==> config.mk <==
export PLATFORM = sky130hd
export DESIGN_NAME = pht_update_scheduler_flat
export DESIGN_NICKNAME = d
export VERILOG_FILES = /design/src/rtl/pht_update_scheduler_pkg.sv /design/src/rtl/pht_update_scheduler_if.sv /design/src/rtl/pht_update_fifo.sv /design/src/rtl/pht_update_scheduler.sv /design/src/flat_wrapper.sv
export SDC_FILE = /design/constraint.sdc
export NUM_CORES = 1
export LEC_CHECK = 0
export ABC_CLOCK_PERIOD_IN_PS = 8100
export CORE_MARGIN = 10
export CORE_UTILIZATION = 50
export CTS_CLUSTER_DIAMETER = 120
export DETAILED_ROUTE_END_ITERATION = 7
export PLACE_DENSITY = 0.71
export SYNTH_ARGS = -nofsm -noshare
export SYNTH_HDL_FRONTEND = slang
export SYNTH_HIERARCHICAL = 1
export SYNTH_SLANG_ARGS = --single-unit
==> constraint.sdc <==
create_clock -name clk -period 8.1 [get_ports clk]
set_input_delay 1.62 -clock clk [delete_from_list [all_inputs] [get_ports clk]]
set_output_delay 1.62 -clock clk [all_outputs]
set_load 0.01 [all_outputs]
==> src/rtl/pht_update_scheduler_pkg.sv <==
// Shared types and counter arithmetic for the PHT update scheduler.
// Index-carrying types are sized to the default table; modules re-derive them from INDEX_WIDTH.
package pht_update_scheduler_pkg;

    localparam int CTR_WIDTH       = 2;
    localparam int DEF_INDEX_WIDTH = 10;

    typedef logic [DEF_INDEX_WIDTH-1:0] PHT_IndexPath;
    typedef logic [CTR_WIDTH-1:0]       PHT_CounterPath;

    typedef struct packed {
        PHT_IndexPath   index;
        PHT_CounterPath value;
    } PhtUpdateEntry;

    localparam PHT_CounterPath CTR_MAX  = '1;
    localparam PHT_CounterPath CTR_INIT = PHT_CounterPath'(1 << (CTR_WIDTH - 1));

    typedef enum logic {
        INIT,
        RUN
    } SchedState;

    // Saturating step toward the resolved direction; never wraps.
    function automatic PHT_CounterPath ctr_next(PHT_CounterPath prev, logic taken);
        if (taken) begin
            return (prev == CTR_MAX) ? CTR_MAX : prev + 1'b1;
        end
        return (prev == '0) ? '0 : prev - 1'b1;
    endfunction

endpackage

==> src/rtl/pht_update_scheduler_if.sv <==
// Branch-result request lanes in, PHT write port and status out.
interface pht_update_scheduler_if
    import pht_update_scheduler_pkg::*;
#(
    parameter int REQ_NUM     = 2,
    parameter int INDEX_WIDTH = 10
);
    logic [REQ_NUM-1:0]                  req_valid;
    logic [REQ_NUM-1:0][INDEX_WIDTH-1:0] req_index;
    PHT_CounterPath [REQ_NUM-1:0]        req_prev;
    logic [REQ_NUM-1:0]                  req_taken;

    logic                   pht_we;
    logic [INDEX_WIDTH-1:0] pht_wa;
    PHT_CounterPath         pht_wv;
    logic                   init_busy;
    logic                   almost_full;
    logic [15:0]            drop_count;

    modport master (
        output req_valid, req_index, req_prev, req_taken,
        input  pht_we, pht_wa, pht_wv, init_busy, almost_full, drop_count
    );

    modport slave (
        input  req_valid, req_index, req_prev, req_taken,
        output pht_we, pht_wa, pht_wv, init_busy, almost_full, drop_count
    );
endinterface

==> src/rtl/pht_update_fifo.sv <==
// Circular update buffer: LANES contiguous write lanes, one head read,
// and an in-place value rewrite of the youngest entry.
module pht_update_fifo
    import pht_update_scheduler_pkg::*;
#(
    parameter int DEPTH       = 8,
    parameter int LANES       = 2,
    parameter int INDEX_WIDTH = 10,
    parameter int CNT_W       = $clog2(DEPTH) + 1
) (
    input  logic                                clk,
    input  logic                                rst,
    input  logic [LANES-1:0]                    wr_en_i,
    input  logic [LANES-1:0][INDEX_WIDTH-1:0]   wr_index_i,
    input  PHT_CounterPath [LANES-1:0]          wr_value_i,
    input  logic                                rd_en_i,
    input  logic                                tail_we_i,
    input  PHT_CounterPath                      tail_value_i,
    output logic [INDEX_WIDTH-1:0]              head_index_o,
    output PHT_CounterPath                      head_value_o,
    output logic [INDEX_WIDTH-1:0]              tail_index_o,
    output PHT_CounterPath                      tail_value_o,
    output logic [CNT_W-1:0]                    count_o,
    output logic [CNT_W-1:0]                    count_next_o
);
    localparam int PTR_W = $clog2(DEPTH);

    typedef struct packed {
        logic [INDEX_WIDTH-1:0] index;
        PHT_CounterPath         value;
    } entry_t;

    entry_t            mem [DEPTH];
    logic [PTR_W-1:0]  head_q;
    logic [PTR_W-1:0]  tail_q;
    logic [PTR_W-1:0]  youngest;
    logic [CNT_W-1:0]  count_q;
    logic [CNT_W-1:0]  n_wr;

    always_comb begin
        n_wr = '0;
        for (int k = 0; k < LANES; k++) begin
            n_wr = n_wr + CNT_W'(wr_en_i[k]);
        end
    end

    assign youngest     = tail_q - PTR_W'(1);
    assign count_next_o = count_q + n_wr - CNT_W'(rd_en_i);
    assign count_o      = count_q;
    assign head_index_o = mem[head_q].index;
    assign head_value_o = mem[head_q].value;
    assign tail_index_o = mem[youngest].index;
    assign tail_value_o = mem[youngest].value;

    always_ff @(posedge clk or negedge rst) begin
        if (!rst) begin
            head_q  <= '0;
            tail_q  <= '0;
            count_q <= '0;
        end else begin
            head_q  <= head_q + PTR_W'(rd_en_i);
            tail_q  <= tail_q + PTR_W'(n_wr);
            count_q <= count_next_o;
        end
    end

    // NOTE: storage has no reset; the pointers and occupancy alone decide which slots are live.
    always_ff @(posedge clk) begin
        if (tail_we_i) begin
            mem[youngest].value <= tail_value_i;
        end
        for (int k = 0; k < LANES; k++) begin
            if (wr_en_i[k]) begin
                mem[tail_q + PTR_W'(k)] <= '{index: wr_index_i[k], value: wr_value_i[k]};
            end
        end
    end

endmodule

==> src/rtl/pht_update_scheduler.sv <==
// Owns the PHT write port: a weakly-taken sweep after reset, then merged
// branch-result updates drained one write per cycle.
module pht_update_scheduler
    import pht_update_scheduler_pkg::*;
#(
    parameter int ENTRY_NUM   = 1024,
    parameter int INDEX_WIDTH = 10,
    parameter int REQ_NUM     = 2,
    parameter int QUEUE_DEPTH = 8
) (
    input logic                   clk,
    input logic                   rst,
    pht_update_scheduler_if.slave bus
);
    localparam int CNT_W  = $clog2(QUEUE_DEPTH) + 1;
    localparam int LIDX_W = (REQ_NUM > 1) ? $clog2(REQ_NUM) : 1;
    localparam int LCNT_W = $clog2(REQ_NUM + 1);

    SchedState              state_q;
    logic [INDEX_WIDTH-1:0] init_idx_q;
    logic                   pht_we_q;
    logic [INDEX_WIDTH-1:0] pht_wa_q;
    PHT_CounterPath         pht_wv_q;
    logic                   init_busy_q;
    logic                   almost_full_q;
    logic [15:0]            drop_count_q;
    logic [15:0]            drop_count_d;
    logic [16:0]            drop_sum;

    logic [REQ_NUM-1:0]                  wr_en;
    logic [REQ_NUM-1:0][INDEX_WIDTH-1:0] wr_index;
    PHT_CounterPath [REQ_NUM-1:0]        wr_value;
    logic                   tail_we;
    PHT_CounterPath         tail_value;
    logic [INDEX_WIDTH-1:0] head_index;
    PHT_CounterPath         head_value;
    logic [INDEX_WIDTH-1:0] tail_index;
    PHT_CounterPath         tail_stored;
    logic [CNT_W-1:0]       count;
    logic [CNT_W-1:0]       count_next;
    logic [CNT_W-1:0]       free_slots;
    logic                   deq;
    logic                   tail_mergeable;
    logic [LCNT_W-1:0]      n_alloc;
    logic [LCNT_W-1:0]      n_drop;

    assign deq        = (state_q == RUN) && (count != '0);
    assign free_slots = CNT_W'(QUEUE_DEPTH) - count + CNT_W'(deq);
    // The youngest entry cannot absorb an update while it is also the head leaving this cycle.
    assign tail_mergeable = (count != '0) && !((count == CNT_W'(1)) && deq);

    // NOTE: every signal written here gets a default first, so no path can infer a latch.
    always_comb begin
        PHT_CounterPath    src;
        logic              matched;
        PHT_CounterPath    new_val [REQ_NUM];
        logic [LIDX_W-1:0] lane_of [REQ_NUM];
        logic              hit_tail [REQ_NUM];
        logic              lands [REQ_NUM];

        wr_en      = '0;
        wr_index   = '0;
        wr_value   = '0;
        tail_we    = 1'b0;
        tail_value = tail_stored;
        n_alloc    = '0;
        n_drop     = '0;
        src        = '0;
        matched    = 1'b0;
        for (int j = 0; j < REQ_NUM; j++) begin
            new_val[j]  = bus.req_prev[j];
            lane_of[j]  = '0;
            hit_tail[j] = 1'b0;
            lands[j]    = 1'b0;
        end

        // NOTE: blocking assignments are deliberate; later ports read the values earlier ports produced in this pass.
        for (int j = 0; j < REQ_NUM; j++) begin
            src     = bus.req_prev[j];
            matched = 1'b0;
            if (bus.req_valid[j] && (state_q != RUN)) begin
                n_drop = n_drop + 1'b1;
            end else if (bus.req_valid[j]) begin
                for (int i = 0; i < j; i++) begin
                    if (bus.req_valid[i] && (bus.req_index[i] == bus.req_index[j])) begin
                        matched     = 1'b1;
                        src         = new_val[i];
                        lane_of[j]  = lane_of[i];
                        hit_tail[j] = hit_tail[i];
                        lands[j]    = lands[i];
                    end
                end
                if (!matched && tail_mergeable && (tail_index == bus.req_index[j])) begin
                    hit_tail[j] = 1'b1;
                    lands[j]    = 1'b1;
                    src         = tail_stored;
                end else if (!matched) begin
                    lane_of[j] = LIDX_W'(n_alloc);
                    lands[j]   = CNT_W'(n_alloc) < free_slots;
                    n_alloc    = n_alloc + 1'b1;
                end
                new_val[j] = ctr_next(src, bus.req_taken[j]);

                if (!lands[j]) begin
                    n_drop = n_drop + 1'b1;
                end else if (hit_tail[j]) begin
                    tail_we    = 1'b1;
                    tail_value = new_val[j];
                end else begin
                    wr_en[lane_of[j]]    = 1'b1;
                    wr_index[lane_of[j]] = bus.req_index[j];
                    wr_value[lane_of[j]] = new_val[j];
                end
            end
        end
    end

    assign drop_sum     = {1'b0, drop_count_q} + 17'(n_drop);
    assign drop_count_d = drop_sum[16] ? 16'hFFFF : drop_sum[15:0];

    pht_update_fifo #(
        .DEPTH       (QUEUE_DEPTH),
        .LANES       (REQ_NUM),
        .INDEX_WIDTH (INDEX_WIDTH),
        .CNT_W       (CNT_W)
    ) u_fifo (
        .clk          (clk),
        .rst          (rst),
        .wr_en_i      (wr_en),
        .wr_index_i   (wr_index),
        .wr_value_i   (wr_value),
        .rd_en_i      (deq),
        .tail_we_i    (tail_we),
        .tail_value_i (tail_value),
        .head_index_o (head_index),
        .head_value_o (head_value),
        .tail_index_o (tail_index),
        .tail_value_o (tail_stored),
        .count_o      (count),
        .count_next_o (count_next)
    );

    always_ff @(posedge clk or negedge rst) begin
        if (!rst) begin
            state_q       <= INIT;
            init_idx_q    <= '0;
            pht_we_q      <= 1'b0;
            pht_wa_q      <= '0;
            pht_wv_q      <= '0;
            init_busy_q   <= 1'b1;
            almost_full_q <= 1'b0;
            drop_count_q  <= '0;
        end else begin
            drop_count_q  <= drop_count_d;
            almost_full_q <= count_next >= CNT_W'(QUEUE_DEPTH - REQ_NUM);
            case (state_q)
                INIT: begin
                    pht_we_q    <= 1'b1;
                    pht_wa_q    <= init_idx_q;
                    pht_wv_q    <= CTR_INIT;
                    init_busy_q <= 1'b1;
                    init_idx_q  <= init_idx_q + 1'b1;
                    if (init_idx_q == INDEX_WIDTH'(ENTRY_NUM - 1)) begin
                        state_q <= RUN;
                    end
                end
                RUN: begin
                    init_busy_q <= 1'b0;
                    pht_we_q    <= deq;
                    if (deq) begin
                        pht_wa_q <= head_index;
                        pht_wv_q <= head_value;
                    end
                end
            endcase
        end
    end

    assign bus.pht_we      = pht_we_q;
    assign bus.pht_wa      = pht_wa_q;
    assign bus.pht_wv      = pht_wv_q;
    assign bus.init_busy   = init_busy_q;
    assign bus.almost_full = almost_full_q;
    assign bus.drop_count  = drop_count_q;

endmodule
==> src/flat_wrapper.sv <==
// flat-port wrapper written by rule: the top's interface ports become plain ports
module pht_update_scheduler_flat import pht_update_scheduler_pkg::*;
#(
    parameter int ENTRY_NUM   = 1024,
    parameter int INDEX_WIDTH = 10,
    parameter int REQ_NUM     = 2,
    parameter int QUEUE_DEPTH = 8
)
  (clk, rst, bus_req_valid, bus_req_index, bus_req_prev, bus_req_taken, bus_pht_we, bus_pht_wa, bus_pht_wv, bus_init_busy, bus_almost_full, bus_drop_count);
  pht_update_scheduler_if #(.REQ_NUM(REQ_NUM), .INDEX_WIDTH(INDEX_WIDTH)) bus_i ();
  input logic clk;
  input logic rst;
  input wire logic [$bits(bus_i.req_valid)-1:0] bus_req_valid;
  input wire logic [$bits(bus_i.req_index)-1:0] bus_req_index;
  input wire logic [$bits(bus_i.req_prev)-1:0] bus_req_prev;
  input wire logic [$bits(bus_i.req_taken)-1:0] bus_req_taken;
  output wire logic [$bits(bus_i.pht_we)-1:0] bus_pht_we;
  output wire logic [$bits(bus_i.pht_wa)-1:0] bus_pht_wa;
  output wire logic [$bits(bus_i.pht_wv)-1:0] bus_pht_wv;
  output wire logic [$bits(bus_i.init_busy)-1:0] bus_init_busy;
  output wire logic [$bits(bus_i.almost_full)-1:0] bus_almost_full;
  output wire logic [$bits(bus_i.drop_count)-1:0] bus_drop_count;
  assign bus_i.req_valid = bus_req_valid;
  assign bus_i.req_index = bus_req_index;
  assign bus_i.req_prev = bus_req_prev;
  assign bus_i.req_taken = bus_req_taken;
  assign bus_pht_we = bus_i.pht_we;
  assign bus_pht_wa = bus_i.pht_wa;
  assign bus_pht_wv = bus_i.pht_wv;
  assign bus_init_busy = bus_i.init_busy;
  assign bus_almost_full = bus_i.almost_full;
  assign bus_drop_count = bus_i.drop_count;
  pht_update_scheduler #(.ENTRY_NUM(ENTRY_NUM), .INDEX_WIDTH(INDEX_WIDTH), .REQ_NUM(REQ_NUM), .QUEUE_DEPTH(QUEUE_DEPTH)) u_core (.clk(clk), .rst(rst), .bus(bus_i));
endmodule
# [Word-level counts from Yosys, hierarchy flattened]
# Memories as Yosys holds them, arrays and structs flattened.
# Cells that the tools add are included.
[totals] reg_bits=52 ramBits=96 out_inout_bits=31 wordCells=203 n_memories=1
[memory_table] memory="u_core.u_fifo.mem" words=8 width=12 rd=2 rd_clocked_by_memory_dff=0 write_ports=2 line="pht_update_fifo.sv:33" rtl="entry_t mem [DEPTH];"
[classes] add_sub_neg=16 n_lt_le_gt_ge=7 n_eq_ne=8 n_mux=139 bitwise_logic=4 n_reduce_logical=17
[op_table] operator="20-bit two-way mux" count=8
[op_table] operator="2-bit two-way mux" count=48
[op_table] operator="1-bit two-way mux" count=57
[op_table] operator="4-bit two-way mux" count=8
[op_table] operator="10-bit equality test" count=3
[op_table] operator="10-bit two-way mux" count=3
[op_table] operator="20-bit bitwise AND" count=1
[op_table] operator="20-bit bitwise mux" count=1
[op_table] operator="10-bit demux with 1-bit select" count=2
[op_table] operator="10-bit case mux with 2 select lines" count=1
[op_table] operator="16-bit by 2-bit adder with 17-bit output" count=1
[op_table] operator="16-bit two-way mux" count=1
[op_table] operator="12-bit two-way mux" count=1
[op_table] operator="12-bit OR reduction" count=1
[op_table] operator="1-bit logical AND" count=11
[op_table] operator="10-bit by 1-bit adder with 10-bit output (second input constant)" count=1
[op_table] operator="10-bit equality test (second input constant)" count=1
[op_table] operator="2-bit by 1-bit adder with 2-bit output (second input constant)" count=3
[op_table] operator="4-bit by 1-bit adder with 4-bit output" count=1
[op_table] operator="4-bit by 2-bit adder with 4-bit output" count=1
[op_table] operator="4-bit bitwise AND" count=1
[op_table] operator="4-bit bitwise mux" count=1
[op_table] operator="2-bit demux with 1-bit select" count=2
[op_table] operator="2-bit equality test (second input constant)" count=2
[op_table] operator="other kinds (24)" count=31

# [Depth between registers and ports, before layout]
# Gate-level depths: netlist of run 1.
[depth] depth_word=33 mapped_depth=28 mapped_depth_nobuf=22

# [By module]
# The synthesis of run 1 kept the hierarchy.
[modules_own_cells] mod="pht_update_fifo" instances=1 cells_each=453 area_each_um2=6414.9 seq_area_each_um2=3133.0
[modules_own_cells] mod="pht_update_scheduler" instances=1 cells_each=347 area_each_um2=3039.2 seq_area_each_um2=1052.3

# [Least setup slack after synthesis of run 1]
# OpenSTA, ideal clock, no wires.
[synth_timing] path_kind="flip-flop to flip-flop" from="register u_core.u_fifo.tail_q[0]" to="register u_core.drop_count_q[13], in the netlist u_core/bus.drop_count[13]" setup_ns=0.142 t_arrival_ns=5.779 path_slack_ns=2.178 path_stages_with_launch=28 path_buffers=6 synth_period_minus_slack_ns=5.922 cell_sequence="dfrtp_1 buf_2 buf_4 buf_4 inv_1 ha_1 buf_2 buf_1 mux4_2 nand2_1 nand2_1 xor2_1 or4_4 or3_4 a21o_1 and2_1 ha_1 a21oi_1 a21oi_1 ha_1 fa_1 nand2_1 nor2_1 nand4_1 nor2_1 nand3_1 clkbuf_1 o21ai_0"
[synth_via] elab_chain_len=19
[synth_rtl] item="from (decl)" line="pht_update_fifo.sv:35" rtl="logic [PTR_W-1:0] tail_q;"
[synth_rtl] item="from (signal assigned)" line="pht_update_fifo.sv:62" rtl="tail_q <= tail_q + PTR_W'(n_wr);"
[synth_rtl] item="3-bit by 1-bit subtractor with 3-bit output (*)" line="pht_update_fifo.sv:47" rtl="assign youngest = tail_q - PTR_W'(1);"
[synth_rtl] item="memory 8 x 12 bit (*)"
[synth_rtl] item="net u_core.tail_index[2]" line="pht_update_scheduler.sv:37" rtl="logic [INDEX_WIDTH-1:0] tail_index;"
[synth_rtl] item="parallel branches: the longest is 14 deep, another holds 2-bit by 4-bit < comparator with 1-bit output"
[synth_rtl] item="2-bit two-way mux (*)" line="pht_update_scheduler.sv:81" rtl="if (bus.req_valid[j] && (state_q != RUN)) begin"
[synth_rtl] item="16-bit by 2-bit adder with 17-bit output (*)" line="pht_update_scheduler.sv:118" rtl="assign drop_sum = {1'b0, drop_count_q} + 17'(n_drop);"
[synth_rtl] item="16-bit two-way mux (*)" line="pht_update_scheduler.sv:119" rtl="assign drop_count_d = drop_sum[16] ? 16'hFFFF : drop_sum[15:0];"
[synth_rtl] item="net u_core.drop_count_d[13]" line="pht_update_scheduler.sv:27" rtl="logic [15:0] drop_count_d;"
[synth_rtl] item="to (signal assigned)" line="pht_update_scheduler.sv:154" rtl="drop_count_q <= drop_count_d;"
[synth_rtl] item="to (decl)" line="pht_update_scheduler.sv:26" rtl="logic [15:0] drop_count_q;"
# Mark *: on every way through the listed nets, which the timed path passes. The select of a mux whose other input is x is not followed.
# A chain may end at the register's enable or synchronous reset.

# [Worst setup path in the final report of run 1]
[layout_timing] from="register u_core.u_fifo.tail_q[1]" to="register u_core.drop_count_q[6], in the netlist u_core/bus.drop_count[6]"
# The elaborated chain is that of the path after synthesis.

==> run metrics, run 1 <==
syn_nets 850; Commonest cells post-synth 96 x edfxtp_1, 80 x a22o_1, 75 x nand2_1; synth top area cells edfxtp_1 30%, dfrtp_1 13%, mux4_2 11%, a22o_1 7.4%, mux2_2 5.5%; Max Buffers Root-to-Sink 2; Detail Placement HPWL 18,600 um; Critical Path Source u_core/u_fifo/tail_q[1]; Final Hold Vio Count 0; H-tree levels 4; share of layout cells above drive strength 1 20.7%; Reg2Reg Depth 23; HP Class register to register; power per cell area 167 nW/um2; area delta synth->final 14.7%; Crit Path Max Fanout 17; pin count of the biggest net entering global routing 53; CP startpoint kind register; post-CTS setup repair buffer count 0; RSZ-0062 raised after global routing no; Die ar. 24,800 um2; Port Buffer Count 60; # hold bufs at CTS 0; First-pass DRT Iterations 5; yosys warns 6; Total GRT Usage 21.6%; initial drt markers 1,021; dominant synthesized flop cell edfxtp_1; cts repair resizes 0; vias in the first global route 6,958; crit end category register; area leader, netlist edfxtp_1; Syn Inst Count 800; kind of critical path register to register; status finished, final reports clean; initial antenna violation count 0; fin crit share 77.6%; EDFF count, synth 96; Via density 6.55; worst r2r src u_core/u_fifo/tail_q[1]; Synth cell types 59; ANT nets after route 0; Rows 50; clock sinks 148; root buf cell clkbuf_16; I/O pin total 61; Hold Crit Start u_core/bus.pht_wv[1]; CTS tree yes; post-route minimum period 6.29 ns; Worst-Margin Slew 1.31 ns; # DRC 0; Die Ht 158 um; Worst Hold Depth 2; Inserted Diodes 0; Peak VDD IR 0.120 mV; Setup Viol. Count Final 0; skew final 0.0106 ns; Die Wd 158 um; global-route wire length before repair 40,600 um; static leakage 3.78 nW; Rel. slew slack 12.7%; CTS clk-pin slew, worst paths 0.06 ns; CTS buffer count 17; Nets 881; f_max 0.159 GHz; Max Cap Viol 0; Core ar. 18,600 um2; Seq/Total Area, Yosys 44.3%; Worst EP arrival 6.62 ns; worst skew pair latency 0.43 ns; Syn Std Cell Area 9450 um2; WP data required 8.43 ns; max-slew violations 0; DR vias 7,060; drt wl/cell 24.9 um; Final GP Congestion 0.890; Synth top area share 30.5%; worst hold slack 0.505 ns; most frequent cell after synthesis edfxtp_1; ys async rst share 35.1%; remaining global-route overflow 0; initial core utilization 50.7%; setup_tns 0 ns; Avg Synthesized Cell Area 11.8 um2; routed wire length 26,800 um; flip-flop and latch count after synthesis 148
metrics by stage:
stage	util (%)	worst slack (ns)	power, mW	std cells	cell area (um2)
final	58.2	1.81	1.81	1078	10800
after global routing	58.2	1.36	1.87	1078	10800
after CTS	58.2	1.90	1.82	1078	10800
after detailed placement	54.9	1.95	1.01	1046	10200
after global placement	54.9	2.14	1.00	1046	10200
after floorplan	-	2.18	0.922	800	9450
area by class of cell:
cell class | instances | area [um2]
repair buffers | 84 | 776
inverters | 32 | 120
fillers | 1453 | 7800
well taps | 234 | 293
clock inverters | 10 | 101
multi-input cells | 548 | 4850
clock buffers | 22 | 510
flip-flops and latches | 148 | 4190
flip-flops by register name (all words and copies together), names as in the netlist, 2 cells and up:
signal	flops
u_core/init_idx_q	10
u_core/u_fifo/mem	96
u_core/bus.pht_wv	2
u_core/u_fifo/count_o	4
u_core/bus.drop_count	16
u_core/u_fifo/head_q	3
u_core/u_fifo/tail_q	3
u_core/bus.pht_wa	10
worst paths after layout:
check                                      endpoint  slack (ns)
max reg2reg                u_core/bus.drop_count[6]        1.81
min reg2reg                    u_core/bus.pht_wv[1]        0.51
min                            u_core/bus.pht_wv[1]        0.51
max in group asynchronous   u_core/u_fifo/tail_q[0]        6.31
max                        u_core/bus.drop_count[6]        1.81
min in group asynchronous      u_core/bus.pht_wa[7]        1.29
logic make-up (layout without fill, tap and decap cells):
| group | count (synthesis) | after routing | share of synthesized area, % |
|---|---|---|---|
| AO/OA/AOI/OAI | 134 | 134 | 11.2 |
| multiplexers | 126 | 126 | 20.3 |
| adder cells (fa/ha/maj) | 23 | 23 | 3.23 |
| XOR/XNOR | 58 | 58 | 5.37 |
| buffers and inverters | 104 | 148 | 4.53 |
| AND/OR/NAND/NOR | 207 | 207 | 11.1 |
| flip-flops | 148 | 148 | 44.3 |
cells in the final DEF (no fill, tap or decap), drive strengths merged, types with 11 or more instances in the layout:
| cell type | count |
|---|---|
| edfxtp | 96 |
| a22o | 80 |
| nand2 | 75 |
| clkdlybuf4s50 | 59 |
| dfrtp | 51 |
| mux4 | 48 |
| mux2 | 48 |
| nor2 | 47 |
| inv | 39 |
| xor2 | 31 |
| mux2i | 30 |
| xnor2 | 27 |
| buf | 25 |
| a21oi | 24 |
| clkbuf | 22 |
| ha | 17 |
| nand3 | 15 |
| and3 | 11 |
critical path: stages, from the launching register on:
cell and delay [ns]:
dfrtp_1 0.50, inv_1 0.13, ha_1 0.75, buf_4 0.39, mux4_2 0.34, nand2_1 0.08
nand2_1 0.17, xor2_1 0.21, or4_4 0.48, nor3_2 0.25, a21boi_0 0.12, o21ai_1 0.27
a21oi_1 0.13, ha_1 0.29, a21oi_1 0.06, a21oi_1 0.17, ha_1 0.20, fa_1 0.24
nand2_1 0.08, nor2_1 0.21, nand4_1 0.21, nor2_1 0.24, nand3_1 0.39, o21ai_0 0.24
report_power, final:
group	internal [mW]	total (mW)	switching [mW]	leakage, nW
Combinational	0.0793	0.150	0.0703	2.18
Sequential	0.818	0.844	0.0265	1.29
Clock	0.485	0.813	0.327	0.307
Total	1.38	1.81	0.424	3.78
per-layer routing:
| metal | global-route usage, % | up-vias | wire length [um] |
|---|---|---|---|
| met5 | 0 | - | 0 |
| met4 | 8.64 | 0 | 765 |
| met3 | 5.10 | 69 | 2760 |
| met2 | 34.4 | 422 | 12400 |
| met1 | 27.9 | 3508 | 10900 |
| li1 | - | 3061 | - |
Power figures use the tool's default switching activity.
==> run 2: changes to the inputs <==
--- a/config.mk
+++ b/config.mk
@@ -5,7 +5,7 @@
 export SDC_FILE = /design/constraint.sdc
 export NUM_CORES = 1
 export LEC_CHECK = 0
-export ABC_CLOCK_PERIOD_IN_PS = 8100
+export ABC_CLOCK_PERIOD_IN_PS = 5900
 export CORE_MARGIN = 10
 export CORE_UTILIZATION = 50
 export CTS_CLUSTER_DIAMETER = 120
==> constraint.sdc (replaced) <==
create_clock -name clk -period 5.9 [get_ports clk]
set_input_delay 1.18 -clock clk [delete_from_list [all_inputs] [get_ports clk]]
set_output_delay 1.18 -clock clk [all_outputs]
set_load 0.01 [all_outputs]
==> run 2 against run 1 <==
Against the previous run:
- fmax is 16% higher
- register-to-register slack worse by 1.3 ns
- die area stayed put
- sequential power is 37% higher
- cell count is 0.37% higher
- sequential cell count stayed put
- wire length is 0.63% higher
- final area is 0.26% lower
- via count is 1.4% higher
- clock-buffer cell count is 5 lower
- first-iteration DRC count is 25% lower
- global-route usage is 0.47 points higher
==> run metrics, run 2 (synthesis results as in run 1) <==
remaining global-route overflow 0; post-route minimum period 5.40 ns; share of layout cells above drive strength 1 20.8%; Port Buffer Count 60; WP data required 6.25 ns; status finished, final reports clean; Clk pwr share 42.9%; DR vias 7,160; met2 routed WL 13,000 um; Die Wd 158 um; fillers 1,543; Sw Share 25.3%; Core ar. 18,600 um2; Final GP Congestion 0.960; routed wire length 27,000 um; # DRC 0; P_int 1.78 mW; largest register by flop count u_core/u_fifo/mem; max-slew violations 0; CTS buffer count 17; kind of critical path register to register; Net Sw Power 0.601 mW; Total GRT Usage 22.1%; Setup Viol. Count Final 0; M1 WL 10,400 um; Rows 50; Peak VDD IR 0.185 mV; Setup WS pre-CTS 0.391 ns; area delta synth->final 14.4%; most frequent cells in the layout 96 x edfxtp_1, 80 x a22o_1, 75 x nand2_1; most common cell after layout, fill and taps aside edfxtp_1; Final Hold Vio Count 0; drt wl/cell 24.9 um; number of flip-flops in the largest register 96; Die Ht 158 um; Worst-Margin Slew 1.04 ns; Max Cap Viol 0; crit end category register; static leakage 3.75 nW; vias in the first global route 7,335; post-CTS setup repair buffer count 0; met3 WL 2750 um; worst skew pair latency 0.43 ns; initial core utilization 50.7%; clock sinks 148; combinational share of power 8.5%; RSZ-0062 raised after global routing no; Nets 885; global-route wire length before repair 41,700 um; worst setup margin 0.501 ns; Worst EP arrival 5.75 ns; pin count of the biggest net entering global routing 53; Reg power frac 48.6%; power per cell area 220 nW/um2; ANT nets after route 0; Crit Path Max Fanout 30; fin crit share 91.5%; Die ar. 24,800 um2; I/O pin total 61; f_max 0.185 GHz; Max Buffers Root-to-Sink 2; setup_tns 0 ns; Inserted Diodes 0; Detail Placement HPWL 18,700 um; total chip power 2.38 mW; Rel. slew slack 28.4%; highest routed layer met4; First-pass DRT Iterations 8; CTS tree yes; worst hold slack 0.497 ns; H-tree levels 4; Via density 6.62; root buf cell clkbuf_16; initial antenna violation count 0; HP Class register to register; CTS clk-pin slew, worst paths 0.07 ns; initial drt markers 769; skew final 0.00784 ns; CP startpoint kind register
run 2: cell types whose count changed in the layout (fill, tap and decap cells not counted), sizes merged:
cell	before	now
clkbuf	22	17
buf	25	29
clkinvlp	0	4
clkinv	2	4
bufinv	1	0
run 2: repair_timing:
item	4_1_cts	5_1_grt
hold buffers	0	0
gates resized for setup	0	1
endpoints found under the setup margin	0	7
run 2: layout make-up:
class | count | area, um2 | share of cell area [%]
multi-input cells | 548 | 4850 | 44.8
clock buffers | 17 | 425 | 3.93
well taps | 234 | 293 | 2.71
clock inverters | 15 | 119 | 1.10
repair buffers | 88 | 822 | 7.60
inverters | 32 | 120 | 1.11
flip-flops and latches | 148 | 4190 | 38.7
run 2: through the flow:
stage / utilization [%] / instance area (um2) / instances
6_report: 58.0 / 10800 / 1082
5_1_grt: 58.0 / 10800 / 1082
4_1_cts: 58.0 / 10800 / 1082
3_5_place_dp: 55.1 / 10300 / 1050
3_3_place_gp: 55.1 / 10300 / 1050
2_1_floorplan: - / 9460 / 800
run 2: path summary, 6_finish.rpt:
check / startpoint / to / slack (ns) / depth (start not counted)
setup / recovery: u_core/u_fifo/tail_q[0] / u_core/bus.drop_count[1] / 0.50 / 22
hold / removal: u_core/init_idx_q[4] / u_core/init_idx_q[4] / 0.50 / 1
setup reg to reg: u_core/u_fifo/tail_q[0] / u_core/bus.drop_count[1] / 0.50 / 22
hold reg to reg: u_core/init_idx_q[4] / u_core/init_idx_q[4] / 0.50 / 1
max in group asynchronous: rst / u_core/u_fifo/tail_q[0] / 4.53 / 2
min in group asynchronous: rst / u_core/init_idx_q[4] / 0.85 / 2
run 2: layer usage:
layer  vias up  global-route usage, %
met5         -                      0
met4         0                   9.88
met3        69                   5.21
met2       450                   36.5
met1      3574                   27.0
li1       3067                      -
run 2: power by group through the flow:
stage               Sequential, mW  Combinational, mW  Clock (mW)
floorplan                     1.18             0.0823           0
global placement              1.18              0.199           0
detailed placement            1.18              0.201           0
CTS                           1.16              0.204        1.03
global route                  1.16              0.218        1.07
finish                        1.16              0.202        1.02
run 2: critical path, cell delays in order (launching register included):
cell	delay (ns)
dfrtp_2	0.38
inv_1	0.07
ha_1	0.32
buf_12	0.22
mux4_2	0.32
nand2_1	0.09
nand2_1	0.09
xor2_1	0.19
or4_4	0.59
or3_4	0.41
a21o_1	0.21
and2_1	0.16
ha_1	0.26
a21oi_1	0.06
a21oi_1	0.16
ha_1	0.21
fa_1	0.24
nand2_1	0.09
nor2_1	0.22
nand4_1	0.20
nor2_1	0.22
nand3_1	0.38
nand2b_1	0.20
==> run 3: changes to the inputs <==
--- a/config.mk
+++ b/config.mk
@@ -6,9 +6,8 @@
 export NUM_CORES = 1
 export LEC_CHECK = 0
 export ABC_CLOCK_PERIOD_IN_PS = 5900
-export CORE_MARGIN = 10
+export CORE_MARGIN = 4
 export CORE_UTILIZATION = 50
-export CTS_CLUSTER_DIAMETER = 120
 export DETAILED_ROUTE_END_ITERATION = 7
 export PLACE_DENSITY = 0.71
 export SYNTH_ARGS = -nofsm -noshare
==> run 3 against run 2 <==
Against the previous run:
- via count down 3.2%
- combinational power about the same
- cell count down 0.37%
- die area down 15%
- total power up 4.4%
- final area up 0.38%
- sequential power about the same
- non-clock buffer count down 4
- clock skew up 0.0073 ns
- first-iteration DRC count down 16%
- critical path depth up 1
- clock-buffer cell count unchanged
- critical path type unchanged
- largest cell class unchanged
- largest power group unchanged
==> run metrics, run 3 (synthesis results as in run 1) <==
fin util 58.2%; Nets 881; setup_tns 0 ns; Max stage delay cell, worst path or4_4; most frequent cells in the layout 96 x edfxtp_1, 80 x a22o_1, 75 x nand2_1; Setup Viol. Count Final 0; Total GRT Usage 23.5%; Detail Placement HPWL 18,100 um; worst skew pair latency 0.43 ns; most common cell after layout, fill and taps aside edfxtp_1; ANT nets after route 0; multi-input logic area 4850 um2; First-pass DRT Iterations 5; skew final 0.0151 ns; CTS clk-pin slew, worst paths 0.07 ns; Rows 50; root buf cell clkbuf_16; Die Wd 146 um; Worst Hold End u_core/init_idx_q[4]; Inserted Diodes 0; DR vias 6,930; Final Hold Vio Count 0; worst r2r src u_core/u_fifo/tail_q[0]; Worst EP arrival 5.74 ns; Rel. slew slack 39.5%; Via density 6.43; fin crit share 91.4%; remaining global-route overflow 0; initial antenna violation count 0; Die ar. 21,200 um2; Slowest Stage Delay on Critical Path 0.59 ns; clock sinks 148; RSZ-0062 raised after global routing no; power per cell area 229 nW/um2; Crit Path Max Fanout 30; initial drt markers 647; WP data required 6.25 ns; number of flip-flops in the largest register 96; CTS buffer count 17; Reg area 4190 um2; f_max 0.185 GHz; H-tree levels 4; design area 10,900 um2; vias in the first global route 6,874; Max Cap Viol 0; largest register by flop count u_core/u_fifo/mem; Die Ht 146 um; routed wire length 25,000 um; drt wl/cell 23.1 um; crit-path leading delay family simple AND/OR/NAND/NOR gates; cell chain of the critical path inv_1 > ha_1 > buf_12 > mux4_2 > nand2_1 > nand2_1 > xor2_1 > or4_4 > nor3_2 > a21boi_0 > o21ai_1 > a21oi_1 > ha_1 > a21oi_1 > a21oi_1 > ha_1 > fa_1 > nand2_1 > nor2_1 > nand4_1 > nor2_1 > nand3_2 > o21ai_0; Worst-Margin Slew 0.882 ns; kind of critical path register to register; Final GP Congestion 0.895; total chip power 2.48 mW; FF-to-FF End u_core/bus.drop_count[13]; CP startpoint kind register; Core ar. 18,600 um2; Reg2Reg Depth 23; fillers 1,473; Port Buffer Count 60; max-slew violations 0; Max Buffers Root-to-Sink 2; Post-DP Area 10,200 um2; crit path buf inv count 2; # DRC 0; Peak VDD IR 0.169 mV; status finished, final reports clean; area delta synth->final 14.8%; pin count of the biggest net entering global routing 53; share of layout cells above drive strength 1 20.6%; Worst R2R Setup Slack 0.51 ns; CTS tree yes; post-CTS setup repair buffer count 0; initial core utilization 50.7%; I/O pin total 61; HP Class register to register; worst hold slack 0.504 ns; static leakage 3.77 nW; post-route minimum period 5.39 ns; Hold Crit Start u_core/init_idx_q[4]; crit end category register; Worst Hold Depth 1; global-route wire length before repair 38,800 um
[run 3: cell types whose count changed in the layout (fill, tap and decap cells not counted), moves of 2 or more]
cell	previous run	this run
buf_4	26	23
clkinvlp_4	3	0
inv_8	2	5
bufinv_16	0	2
inv_6	6	4
[run 3: per-stage QoR]
step | std cells | worst slack (ns)
global route | 1078 | 0.100
CTS | 1078 | 0.405
floorplan | 800 | 0.146
finish | 1078 | 0.507
detailed placement | 1046 | 0.261
global placement | 1046 | 0.447
[run 3: power breakdown]
part,switching (mW),internal (mW)
Clock,0.483,0.646
Sequential,0.0335,1.12
Combinational,0.0898,0.109
Total,0.607,1.88
[run 3: worst max path at each step]
stage	from	endpoint	slack (ns)	cells after the start
6_report	u_core/u_fifo/tail_q[0]	u_core/bus.drop_count[13]	0.51	23
5_1_grt	u_core/u_fifo/tail_q[0]	u_core/bus.drop_count[13]	0.10	21
4_1_cts	u_core/u_fifo/tail_q[0]	u_core/bus.drop_count[1]	0.40	20
3_5_place_dp	bus_req_index[0]	u_core/bus.drop_count[6]	0.26	18
3_3_place_gp	bus_req_index[0]	u_core/bus.drop_count[6]	0.45	18
2_1_floorplan	u_core/u_fifo/tail_q[0]	u_core/bus.drop_count[13]	0.15	27
[run 3: final cells by class]
| cell class | instances | area share [%] |
|---|---|---|
| clock inverters | 15 | 1.74 |
| clock buffers | 17 | 3.92 |
| repair buffers | 84 | 7.26 |
| well taps | 234 | 2.70 |
| flip-flops and latches | 148 | 38.6 |
| multi-input cells | 548 | 44.7 |
| inverters | 32 | 1.11 |
[run 3: timing repair]
action | CTS | global route
hold buffers | 0 | 0
gates resized for setup | 0 | 1
setup endpoints to repair | 0 | 13
[run 3: metal layers]
metal	wire length (um)	global-route usage (%)
met1	10100	32.1
met2	12000	37.3
met3	2290	4.67
met4	559	9.16
met5	0	0
